## src/rtl/sprite_line_evaluator_pkg.sv

```systemverilog
// Shared OAM word layout and evaluator state encoding for the sprite line evaluator.
package sprite_line_evaluator_pkg;

  localparam int OAM_X_W = 10;
  localparam int OAM_Y_W = 10;
  localparam int TILE_W  = 7;
  localparam int PAL_W   = 3;

  typedef struct packed {
    logic              enable;
    logic              vflip;
    logic [PAL_W-1:0]  pal;
    logic [TILE_W-1:0] tile;
    logic [OAM_Y_W-1:0] y;
    logic [OAM_X_W-1:0] x;
  } oam_entry_t;

  typedef enum logic [1:0] {
    ST_IDLE,
    ST_SCAN,
    ST_DRAIN,
    ST_DONE
  } eval_state_t;

endpackage

```

## src/rtl/sprite_line_evaluator_y_match.sv

```systemverilog
// Combinational vertical coverage test and row-within-sprite for one OAM entry.
// Optional SPR_VFLIP_EN mirrors the row when the entry's vflip bit is set.
module sprite_line_evaluator_y_match
  import sprite_line_evaluator_pkg::*;
#(
  parameter int VCOUNT_W = 10,
  parameter int SPR_H = 16,
  localparam int ROW_W = $clog2(SPR_H)
) (
  input  logic [VCOUNT_W-1:0] line,
  input  logic [OAM_Y_W-1:0]  y,
  input  logic                vflip,
  output logic                hit,
  output logic [ROW_W-1:0]    row
);

  // One extra bit so y+SPR_H cannot wrap back onto small line numbers.
  localparam int CW = ((VCOUNT_W > OAM_Y_W) ? VCOUNT_W : OAM_Y_W) + 1;

  logic [CW-1:0]    line_c;
  logic [CW-1:0]    y_c;
  logic [CW-1:0]    y_end;
  logic [ROW_W-1:0] offs;

  assign line_c = CW'(line);
  assign y_c    = CW'(y);
  assign y_end  = y_c + CW'(SPR_H);
  assign hit    = (line_c >= y_c) && (line_c < y_end);
  assign offs   = ROW_W'(line_c - y_c);

`ifdef SPR_VFLIP_EN
  assign row = vflip ? (ROW_W'(SPR_H - 1) - offs) : offs;
`else
  logic unused_vflip;
  assign unused_vflip = vflip;
  assign row = offs;
`endif

endmodule

```

## src/rtl/sprite_line_evaluator.sv

```systemverilog
// Per-scanline OAM scan selecting up to MAX_SPR_LINE covering sprites in index order.
// Build option SPR_VFLIP_EN enables vertical flip of the published sprite row.
module sprite_line_evaluator
  import sprite_line_evaluator_pkg::*;
#(
  parameter int NUM_OAM = 64,
  parameter int MAX_SPR_LINE = 8,
  parameter int SPR_H = 16,
  parameter int VCOUNT_W = 10,
  localparam int OAM_AW = $clog2(NUM_OAM),
  localparam int CNT_W = $clog2(MAX_SPR_LINE + 1),
  localparam int ROW_W = $clog2(SPR_H)
) (
  input  logic                            clk,
  input  logic                            reset,
  input  logic                            line_start,
  input  logic [VCOUNT_W-1:0]             next_line,
  output logic                            oam_rd_en,
  output logic [OAM_AW-1:0]               oam_addr,
  input  logic [31:0]                     oam_rd_data,
  output logic                            busy,
  output logic                            done,
  output logic [CNT_W-1:0]                spr_count,
  output logic                            overflow,
  output logic [MAX_SPR_LINE-1:0]         slot_valid,
  output logic [MAX_SPR_LINE*OAM_X_W-1:0] slot_x,
  output logic [MAX_SPR_LINE*TILE_W-1:0]  slot_tile,
  output logic [MAX_SPR_LINE*PAL_W-1:0]   slot_pal,
  output logic [MAX_SPR_LINE*ROW_W-1:0]   slot_row
);

  eval_state_t         state;
  logic [VCOUNT_W-1:0] line;
  logic                rd_vld;
  oam_entry_t          ent;
  logic                y_hit;
  logic [ROW_W-1:0]    y_row;
  logic                hit;
  logic                full;

  assign ent  = oam_rd_data;
  assign hit  = rd_vld && ent.enable && y_hit;
  assign full = (spr_count == CNT_W'(MAX_SPR_LINE));

  sprite_line_evaluator_y_match #(
    .VCOUNT_W(VCOUNT_W),
    .SPR_H   (SPR_H)
  ) u_y_match (
    .line (line),
    .y    (ent.y),
    .vflip(ent.vflip),
    .hit  (y_hit),
    .row  (y_row)
  );

  always_ff @(posedge clk) begin
    if (!reset) begin
      state      <= ST_IDLE;
      line       <= '0;
      rd_vld     <= 1'b0;
      oam_rd_en  <= 1'b0;
      oam_addr   <= '0;
      busy       <= 1'b0;
      done       <= 1'b0;
      spr_count  <= '0;
      overflow   <= 1'b0;
      slot_valid <= '0;
      slot_x     <= '0;
      slot_tile  <= '0;
      slot_pal   <= '0;
      slot_row   <= '0;
    end else if (line_start) begin
      // Also the restart path: in-flight reads of an abandoned scan are dropped.
      state      <= ST_SCAN;
      line       <= next_line;
      rd_vld     <= 1'b0;
      oam_rd_en  <= 1'b1;
      oam_addr   <= '0;
      busy       <= 1'b1;
      done       <= 1'b0;
      spr_count  <= '0;
      overflow   <= 1'b0;
      slot_valid <= '0;
      slot_x     <= '0;
      slot_tile  <= '0;
      slot_pal   <= '0;
      slot_row   <= '0;
    end else begin
      done   <= 1'b0;
      rd_vld <= oam_rd_en;
      case (state)
        ST_SCAN, ST_DRAIN: begin
          if (hit && full) begin
            overflow  <= 1'b1;
            state     <= ST_DONE;
            done      <= 1'b1;
            busy      <= 1'b0;
            oam_rd_en <= 1'b0;
            oam_addr  <= '0;
            rd_vld    <= 1'b0;
          end else begin
            if (hit) begin
              for (int i = 0; i < MAX_SPR_LINE; i++) begin
                if (spr_count == CNT_W'(i)) begin
                  slot_valid[i]                <= 1'b1;
                  slot_x[i*OAM_X_W +: OAM_X_W] <= ent.x;
                  slot_tile[i*TILE_W +: TILE_W] <= ent.tile;
                  slot_pal[i*PAL_W +: PAL_W]   <= ent.pal;
                  slot_row[i*ROW_W +: ROW_W]   <= y_row;
                end
              end
              spr_count <= spr_count + CNT_W'(1);
            end
            if (state == ST_DRAIN) begin
              state <= ST_DONE;
              done  <= 1'b1;
              busy  <= 1'b0;
            end else if (oam_addr == OAM_AW'(NUM_OAM - 1)) begin
              state     <= ST_DRAIN;
              oam_rd_en <= 1'b0;
              oam_addr  <= '0;
            end else begin
              oam_addr <= oam_addr + OAM_AW'(1);
            end
          end
        end
        ST_DONE: state <= ST_IDLE;
        default: state <= ST_IDLE;
      endcase
    end
  end

endmodule
```

## config.mk

```make
export PLATFORM = sky130hd
export DESIGN_NAME = sprite_line_evaluator
export DESIGN_NICKNAME = d
export VERILOG_FILES = /design/src/rtl/sprite_line_evaluator_pkg.sv /design/src/rtl/sprite_line_evaluator_y_match.sv /design/src/rtl/sprite_line_evaluator.sv
export SDC_FILE = /design/constraint.sdc
export NUM_CORES = 1
export LEC_CHECK = 0
export BUFFER_PORTS_ARGS = -buffer_cell sky130_fd_sc_hd__buf_2
export CAP_MARGIN = 30
export CORE_UTILIZATION = 52
export DETAILED_ROUTE_END_ITERATION = 12
export PLACE_DENSITY = 0.8
export SLEW_MARGIN = 20
export SYNTH_ARGS = -nofsm -noshare
export SYNTH_HDL_FRONTEND = slang
export SYNTH_HIERARCHICAL = 1
export SYNTH_SLANG_ARGS = --single-unit
```

## constraint.sdc

```tcl
create_clock -name clk -period 3.45 [get_ports clk]
set_input_delay 0.345 -clock clk [delete_from_list [all_inputs] [get_ports clk]]
set_output_delay 0.345 -clock clk [all_outputs]
set_load 0.01 [all_outputs]
```

==> results of run 1 <==
## how the worst min path moves through the flow
stage                          startpoint                    endpoint  slack [ns]  cells past startpoint
2_1_floorplan      oam_rd_en$_SDFFE_PN0P_           rd_vld$_SDFF_PP0_        0.46                      2
3_3_place_gp      slot_x[55]$_SDFFE_PP0P_     slot_x[55]$_SDFFE_PP0P_        0.44                      2
3_5_place_dp   slot_tile[27]$_SDFFE_PP0P_  slot_tile[27]$_SDFFE_PP0P_        0.44                      2
4_1_cts                      next_line[5]        line[5]$_SDFFE_PN0P_        0.09                      3
5_1_grt                      next_line[9]        line[9]$_SDFFE_PN0P_        0.11                      3
6_report                     next_line[9]        line[9]$_SDFFE_PN0P_        0.10                      3
## kinds of logic after synthesis
logic type,count (synthesis),share of synthesized area (%)
AO/OA/AOI/OAI,228,13.3
buffers and inverters,112,7.02
AND/OR/NAND/NOR,497,23.3
multiplexers,10,1.12
flip-flops,227,50.7
XOR/XNOR,10,0.977
adder cells (fa/ha/maj),25,3.57
## layout make-up
| cell class | instances | area share, % |
|---|---|---|
| sequential | 227 | 40.9 |
| clock inverter | 11 | 1.68 |
| inverter | 19 | 0.642 |
| timing repair buffer | 288 | 14.3 |
| multi-input combinational | 770 | 34.2 |
| clock buffer | 29 | 5.74 |
| tap | 220 | 2.48 |
## power by group
part	leakage, nW	switching (mW)	internal [mW]
Combinational	2.38	0.176	0.0796
Clock	0.405	1.02	1.68
Sequential	1.83	0.00908	2.63
Total	4.61	1.21	4.39
## registers in the layout, indices dropped and copies added, names as in the netlist
signal      cells
slot_x         80
slot_tile      56
slot_row       32
slot_pal       24
line           10
slot_valid      8
oam_addr        6
spr_count       4
state           2
busy            1
done            1
oam_rd_en       1
overflow        1
rd_vld          1
## worst max-delay path: stages
cell and delay, ns:
buf_2 0.12, inv_1 0.06, nor3_1 0.25, nand3_1 0.13, xnor2_1 0.14, ha_1 0.30, a211oi_1 0.26, nand2_1 0.08
or3_1 0.31, a31oi_1 0.32, nand4b_4 0.27, or3_1 0.40, buf_4 0.24, nand2_1 0.11, a21oi_1 0.06
## placed cells by master (no fill, tap or decap), types with 4 or more instances in the layout
| cell | netlist | routed |
|---|---|---|
| inv_1 | 19 | 19 |
| nor2b_1 | 12 | 12 |
| nand2_1 | 401 | 401 |
| nor3b_1 | 4 | 4 |
| buf_2 | 41 | 257 |
| clkinv_2 | 0 | 4 |
| nand3_1 | 12 | 12 |
| buf_12 | 0 | 6 |
| bufinv_16 | 0 | 5 |
| nor2_1 | 30 | 30 |
| xor2_1 | 5 | 5 |
| o21ai_0 | 9 | 9 |
| a21oi_1 | 203 | 203 |
| or3_1 | 7 | 7 |
| a211oi_1 | 5 | 5 |
| ha_1 | 24 | 24 |
| nor3_4 | 4 | 4 |
| clkbuf_16 | 0 | 23 |
| dfxtp_1 | 227 | 227 |
| buf_4 | 18 | 25 |
| xnor2_1 | 5 | 5 |
| mux2i_1 | 10 | 10 |
| and2_1 | 5 | 5 |
| nor3_1 | 5 | 5 |
| clkbuf_8 | 0 | 4 |
## layer usage
metal / global-route usage, % / up-vias / part of all wire [%]
met2: 48.6 / 318 / 48
met5: 0 / - / 0
met4: 11.8 / 0 / 3.8
met1: 34.5 / 3866 / 41
met3: 5.40 / 70 / 7.5
li1: - / 4039 / -
## per-stage QoR
| step | setup slack [ns] | cell area, sq um | total power [mW] | hold slack (ns) | instances |
|---|---|---|---|---|---|
| floorplan | 0.314 | 8970 | 2.87 | 0.463 | 1109 |
| global placement | 0.0238 | 10300 | 2.94 | 0.438 | 1523 |
| detailed placement | -0.0688 | 10300 | 2.95 | 0.443 | 1523 |
| CTS | 0.441 | 11100 | 5.62 | 0.0855 | 1563 |
| global route | 0.107 | 11100 | 5.76 | 0.109 | 1564 |
| finish | 0.399 | 11100 | 5.60 | 0.102 | 1564 |
==> reports/metrics.csv, run 1 <==
metric,value,unit
fin_crit_sh,88.4,%
synth.distinct_cells,42,
dp_hpwl,17.3,mm
synth_top_area_share,50.7,%
avgSynthCellArea,8.09,sq um
p_per_area,504,nW/um^2
seq_area,4540,sq um
netlist_top_cells_area,"dfxtp_1, nand2_1, a21oi_1",
synth.top_cells.by_count,"nand2_1, dfxtp_1, a21oi_1",
multiInputGateArea,3800,sq um
cts_tree,yes,
slew_violations,0,
synth_top_flop_cell,dfxtp_1,
finClkSkew,0.00942,ns
die_w,133,um
antennaDiodeCount,0,
cap_violations,0,
cts_hold_buf,0,
drtAntennaViolNets,0,
hold_class,in2reg,
reg2reg_depth,10,
cts_made_buffers,23,
yosysWarnings,6,
setup_viol,0,
io_pins,259,
worst_pin_slew,0.868,ns
core_area,16700,sq um
drive_above_1_share,24.9,%
cts.path.max_buffers,3,
vdd.ir_drop.worst,0.343,mV
synth_nets,1179,
rows,47,
numPortBuffers,257,
grt_pass1_vias,7731,
yosysMostFrequentCell,nand2_1,
fin_tns_setup,0,ns
r2r_start,line[9]$_SDFFE_PN0P_,
power_leakage,4.61,nW
critPathKind,in2reg,
required,3.82,ns
slew_headroom,42.0,%
seq_area_frac_synth,50.7,%
fin_crit,3.05,ns
syn2layout_area_growth,23.9,%
hold_viol,0,
clk_latency,0.50,ns
fp.dieArea,17800,sq um
htreeDepth,1,
wl,26.0,mm
die_h,133,um
crit_end,slot_tile[44]$_SDFFE_PP0P_,
synth_edf_count,0,
place_congestion,0.852,
rsz0062_at_grt,false,
first_iter_violations,617,
vias,8293,
grt_overflow,0,
grt_pass1_wl,39.8,mm
clockRootBuffer,clkbuf_16,
r2r_setup_slack,0.58,ns
outcome,completed,
yosysTopAreaCell,dfxtp_1,
drc,0,
path_clk_slew,0.06,ns
worstPathMaxFanout,24,
syn_inst,1109,
cts_sinks,227,
synth_seq_cells,227,
drt_first_pass_iters,4,
final_util,66.5,%
cp-end-kind,flip-flop,
startpoint,oam_rd_data[16],
antenna_found_initial,0,
reg2reg_to,slot_tile[44]$_SDFFE_PP0P_,
cts_setup_buffers,0,
routedWlPerCell,16.6,um
grt_max_degree,93,
num-fill-cells,1424,
grt_use_total,28.2,%
arrival,3.42,ns
nets,1399,
max_freq,328,MHz
syn-cell-area,8970,sq um
async_flop_share,0,%
start_kind,primary input,
routed_via_density,5.30,
initial_utilization,53.7,%
post_cts_resized,0,
No activity file was read; power rests on OpenSTA's default activity.
==> run 2: changes to the inputs <==
Settings changed: CORE_UTILIZATION 52 to 47, PLACE_DENSITY 0.8 to 0.76.
Clock period 3.45 ns to 2.7 ns, I/O delays scaled along.
==> run 2 against run 1 <==
  * The flow now finishes with violations (setup timing)
  * Non-clock buffer count increased by 43
  * First-iteration DRC count up 3.7%
  * Setup slack got worse by 0.45 ns
  * Critical path depth did not move
  * Die area is 10% higher
  * Clock skew rose by 0.00091 ns
  * Clock-buffer cell count increased by 4
  * Cell count grew 3.7%
  * Register-to-register slack worse by 0.63 ns
==> reports/metrics.csv, run 2 (synthesized netlist as in run 1, its figures left out) <==
metric,value,unit,change
outcome,"complete, but fails checks",,was completed
violations,setup timing,,
seq_area,4550,sq um,was 4540 sq um
drc,0,,unchanged
cts_tree,yes,,unchanged
dp_hpwl,17.9,mm,was 17.3 mm
routed_via_density,5.41,,was 5.30
required,3.07,ns,was 3.82 ns
slew_violations,0,,unchanged
hold_class,in2reg,,unchanged
p_comb_share,5.8,%,was 4.6%
wl,30.3,mm,was 26.0 mm
syn2layout_area_growth,37.8,%,was 23.9%
drive_above_1_share,36.1,%,was 24.9%
setup_viol,80,,was 0
start_kind,flip-flop,,was primary input
clkPwrFrac,45.9,%,was 48.3%
fp.dieArea,19600,sq um,"was 17,800 sq um"
grt_pass1_vias,7551,,"was 7,731"
htreeDepth,1,,unchanged
cap_violations,0,,unchanged
arrival,3.12,ns,was 3.42 ns
max_freq,363,MHz,
sw_frac_of_total,23.2,%,was 21.6%
clockRootBuffer,clkbuf_16,,unchanged
io_pins,259,,unchanged
initial_utilization,47.9,%,was 53.7%
fin_crit_sh,102,%,
nets,1443,,"was 1,399"
multiInputGateArea,4360,sq um,was 3800 sq um
fin_tns_setup,-1.56,ns,was 0 ns
slew_headroom,39.8,%,was 42.0%
numPortBuffers,257,,unchanged
die_h,140,um,was 133 um
num-fill-cells,1522,,"was 1,424"
core_area,18700,sq um,"was 16,700 sq um"
drtAntennaViolNets,0,,unchanged
cp-end-kind,flip-flop,,unchanged
grt_pass1_wl,40.1,mm,was 39.8 mm
p_per_area,565,nW/um^2,was 504 nW/um^2
place_ws,-0.462,ns,was -0.0688 ns
rsz0062_at_grt,true,,was false
p_sw,1.62,mW,was 1.21 mW
p_seq_share,48.3,%,was 47.2%
die_w,140,um,was 133 um
fin_crit,2.75,ns,
grt_use_total,25.7,%,was 28.2%
antenna_found_initial,0,,unchanged
worstPathMaxFanout,7,,was 24
place_congestion,0.865,,was 0.852
drt_first_pass_iters,6,,was 4
r2r_setup_slack,-0.05,ns,was 0.58 ns
vdd.ir_drop.worst,0.459,mV,was 0.343 mV
path_clk_slew,0.06,ns,about the same
cts_hold_buf,0,,unchanged
grt_overflow,0,,unchanged
worst_pin_slew,0.900,ns,was 0.868 ns
grt_max_degree,131,,was 93
vias,8782,,"was 8,293"
cts_made_buffers,24,,was 23
antennaDiodeCount,0,,unchanged
final_cell_mix,"nand2_1, buf_2, dfxtp_1",,unchanged
cts.path.max_buffers,3,,unchanged
layout_setup_ws,-0.0532,ns,was 0.399 ns
power.internal,5.36,mW,was 4.39 mW
cts_sinks,227,,unchanged
largest_reg_flops,80,,unchanged
placed_cell_area,10500,sq um,"was 10,300 sq um"
top_regs,"slot_x (80), slot_tile (56), slot_row (32)",,unchanged
final_cell_area,12400,sq um,"was 11,100 sq um"
clk_latency,0.51,ns,was 0.50 ns
final_common_cell,nand2_1,,unchanged
final_util,66.1,%,was 66.5%
rows,50,,was 47
power_leakage,5.22,nW,was 4.61 nW
first_iter_violations,640,,was 617
finClkSkew,0.0103,ns,was 0.00942 ns
routedWlPerCell,18.7,um,was 16.6 um
hold_viol,0,,unchanged
p_total,6.99,mW,was 5.60 mW
critPathKind,reg2reg,,was in2reg
top_register,slot_x,,unchanged
-- run 2: path summary, 6_finish.rpt --
check | endpoint | from | cells after the start
worst max-delay path | slot_row[8]$_SDFFE_PP0P_ | line[0]$_SDFFE_PN0P_ | 15
worst min-delay path | line[9]$_SDFFE_PN0P_ | next_line[9] | 3
worst max register to register | slot_row[8]$_SDFFE_PP0P_ | line[0]$_SDFFE_PN0P_ | 15
worst min register to register | slot_row[18]$_SDFFE_PP0P_ | slot_row[18]$_SDFFE_PP0P_ | 2
-- run 2: area by class of cell --
| class | count | share of cell area, % |
|---|---|---|
| tap | 234 | 2.37 |
| clock inverter | 8 | 0.688 |
| timing repair buffer | 331 | 18.7 |
| sequential | 227 | 36.8 |
| clock buffer | 33 | 5.54 |
| multi-input combinational | 770 | 35.3 |
| inverter | 19 | 0.678 |
-- run 2: through the flow --
stage	std cells	hold WS [ns]
global route	1622	0.0159
detailed placement	1554	0.443
floorplan	1109	0.398
finish	1622	0.0160
global placement	1554	0.431
CTS	1595	0.0108
-- run 2: worst max-delay path, cell delays in order (launching register included) --
cell and delay [ns]:
dfxtp_2 0.32, inv_2 0.06, ha_4 0.13, inv_2 0.03
fa_2 0.35, a21oi_2 0.18, o221ai_2 0.14, a211oi_2 0.28
buf_4 0.16, a31oi_4 0.04, and4b_2 0.26, buf_6 0.14
and2_4 0.18, buf_12 0.17, nand2_1 0.07, a21oi_1 0.07
-- run 2: layer usage --
metal / share of wire, % / vias to the layer above / global-route usage [%] / routed length, um
li1: - / 4126 / - / -
met1: 40 / 4145 / 32.8 / 12100
met2: 49 / 423 / 43.4 / 14800
met3: 7.2 / 88 / 5.06 / 2180
met4: 3.9 / 0 / 8.39 / 1170
met5: 0 / - / 0 / 0
-- run 2: power by group through the flow --
stage / clock [mW] / combinational [mW] / sequential (mW)
floorplan: 0 / 0.230 / 3.45
global placement: 0 / 0.342 / 3.45
detailed placement: 0 / 0.349 / 3.45
CTS: 3.23 / 0.356 / 3.37
global route: 3.36 / 0.429 / 3.37
finish: 3.21 / 0.406 / 3.38
-- run 2: what timing repair did --
item / 4_1_cts / 5_1_grt
gates cloned: 0 / 21
endpoints found under the setup margin: 138 / 203
pin swaps: 1 / 17
setup buffers: 0 / 6
resized for setup: 5 / 175
==> run 3: changes to the inputs <==
Settings changed: CTS_BUF_LIST from default to sky130_fd_sc_hd__clkbuf_16.
==> run 3 against run 2 <==
  * The flow still finishes with violations (setup timing)
  * Critical path depth stayed put
  * Sequential share of layout area up 0.056 points
  * Power fell by 2.4%
  * Fmax is 0.73% higher
  * Combinational power is essentially flat
  * Sequential power barely moved
  * Worst hold slack better by 0.00092 ns
  * Via count barely moved
  * First-iteration DRC count up 5.6%
  * Register-to-register slack improved by 0.02 ns
  * Largest cell class unchanged
  * Highest routed layer unchanged
==> reports/metrics.csv, run 3 (synthesized netlist as in run 1, its figures left out) <==
metric,value,unit,change
outcome,"complete, but fails checks",,unchanged
violations,setup timing,,unchanged
grt_max_degree,131,,unchanged
critPathKind,reg2reg,,unchanged
layout_setup_ws,-0.0332,ns,was -0.0532 ns
grt_overflow,0,,unchanged
routed_via_density,5.41,,about the same
slew_headroom,44.5,%,was 39.8%
antennaDiodeCount,0,,unchanged
p_per_area,553,nW/um^2,was 565 nW/um^2
nets,1443,,unchanged
grt_pass1_wl,40.1,mm,about the same
cp-end-kind,flip-flop,,unchanged
path_buf_inv,5,,unchanged
required,3.07,ns,about the same
max_stage_delay,0.35,ns,about the same
clk_latency,0.51,ns,about the same
start_kind,flip-flop,,unchanged
seq_area,4550,sq um,unchanged
fin_crit_sh,101,%,was 102%
crit_family,compound AO/OA/AOI/OAI gates,,unchanged
worstPathMaxFanout,6,,was 7
largest_reg_flops,80,,unchanged
fin_crit,2.73,ns,was 2.75 ns
fp.dieArea,19600,sq um,unchanged
dp_hpwl,17.9,mm,unchanged
grt_util_met3,5.06,%,unchanged
drive_above_1_share,36.0,%,was 36.1%
multiInputGateArea,4380,sq um,was 4360 sq um
die_h,140,um,unchanged
slew_violations,0,,unchanged
antenna_found_initial,0,,unchanged
cts_sinks,227,,unchanged
fin_tns_setup,-0.0886,ns,was -1.56 ns
rows,50,,unchanged
first_iter_violations,676,,was 640
grt.busiest_layer,met2,,unchanged
cts_tree,yes,,unchanged
vias,8780,,"was 8,782"
drc,0,,unchanged
cts.path.max_buffers,3,,unchanged
top_register,slot_x,,unchanged
hold_class,in2reg,,unchanged
setup_viol,11,,was 80
initial_utilization,47.9,%,unchanged
top_regs,"slot_x (80), slot_tile (56), slot_row (32)",,unchanged
final_cell_mix,"nand2_1, buf_2, dfxtp_1",,unchanged
rsz0062_at_grt,true,,unchanged
drt_first_pass_iters,5,,was 6
path_common_cell,inv_2,,unchanged
power_leakage,5.26,nW,was 5.22 nW
core_area,18700,sq um,unchanged
die_w,140,um,unchanged
numPortBuffers,257,,unchanged
path_clk_slew,0.06,ns,about the same
place_congestion,0.865,,unchanged
wl,30.2,mm,was 30.3 mm
final_common_cell,nand2_1,,unchanged
drtAntennaViolNets,0,,unchanged
worst_pin_slew,0.830,ns,was 0.900 ns
io_pins,259,,unchanged
cts_made_buffers,24,,unchanged
critical_path.cell_chain,inv_2 > ha_4 > inv_2 > fa_2 > a21oi_2 > o221ai_2 > a211oi_2 > buf_4 > a31oi_4 > and4b_2 > buf_6 > and2_4 > clkbuf_16 > nand2_2 > a21oi_1,,was inv_2 > ha_4 > inv_2 > fa_2 > a21oi_2 > o221ai_2 > a211oi_2 > buf_4 > a31oi_4 > and4b_2 > buf_6 > and2_4 > buf_12 > nand2_1 > a21oi_1
use_met1,32.8,%,unchanged
syn2layout_area_growth,37.6,%,was 37.8%
grt_pass1_vias,7553,,"was 7,551"
routedWlPerCell,18.6,um,was 18.7 um
slowest_stage,fa_2,,unchanged
finClkSkew,0.0109,ns,was 0.0103 ns
grt_use_total,25.7,%,about the same
cap_violations,0,,unchanged
hold_viol,0,,unchanged
p_total,6.82,mW,was 6.99 mW
instances_no_fill,1622,,unchanged
max_freq,366,MHz,was 363 MHz
place_ws,-0.462,ns,unchanged
clockRootBuffer,clkbuf_16,,unchanged
met2_usage,43.3,%,was 43.4%
htreeDepth,1,,unchanged
vdd.ir_drop.worst,0.441,mV,was 0.459 mV
arrival,3.10,ns,was 3.12 ns
num-fill-cells,1497,,"was 1,522"
dp_cells,1554,,unchanged
[run 3: final timing paths]
check,slack [ns],depth (start not counted),start,to
worst max register to register,-0.03,15,line[0]$_SDFFE_PN0P_,slot_row[1]$_SDFFE_PP0P_
worst min-delay path,0.02,3,next_line[9],line[9]$_SDFFE_PN0P_
worst max-delay path,-0.03,15,line[0]$_SDFFE_PN0P_,slot_row[1]$_SDFFE_PP0P_
worst min register to register,0.45,2,slot_tile[31]$_SDFFE_PP0P_,slot_tile[31]$_SDFFE_PP0P_
[run 3: tightest hold or removal path, cell delays in order]
cell and delay [ns]:
buf_2 0.07, mux2i_1 0.06, nor2b_1 0.09
[run 3: final cells by class]
| type | instances | area share (%) |
|---|---|---|
| clock buffers | 24 | 4.87 |
| clock inverters | 17 | 0.963 |
| inverters | 19 | 0.679 |
| multi-input cells | 770 | 35.5 |
| flip-flops and latches | 227 | 36.8 |
| well taps | 234 | 2.37 |
| repair buffers | 331 | 18.8 |
[run 3: what timing repair did]
action                                  CTS  global route
buffers inserted                          0             6
hold buffers                              0             0
endpoints found under the setup margin  135           203
resized for setup                         5           181
pin swaps                                 1            17
cloned                                    0            21
[run 3: metrics by stage]
step                      utilization [%]  area [sq um]  hold slack [ns]
after CTS                            60.3         11300           0.0117
final                                66.0         12300           0.0169
after detailed placement             56.3         10500            0.443
after global routing                 66.0         12300           0.0159
after floorplan                         -          9060            0.398
after global placement               56.3         10500            0.431
[run 3: power breakdown]
group / internal [mW] / total [mW] / switching (mW)
Sequential: 3.36 / 3.38 / 0.0126
Combinational: 0.134 / 0.404 / 0.270
Clock: 1.71 / 3.04 / 1.33
Total: 5.21 / 6.82 / 1.62
[run 3: layer usage]
layer  part of all wire [%]  wire, um
met3                    7.6      2280
met1                     40     12100
met4                    4.2      1280
met5                      0         0
met2                     48     14500
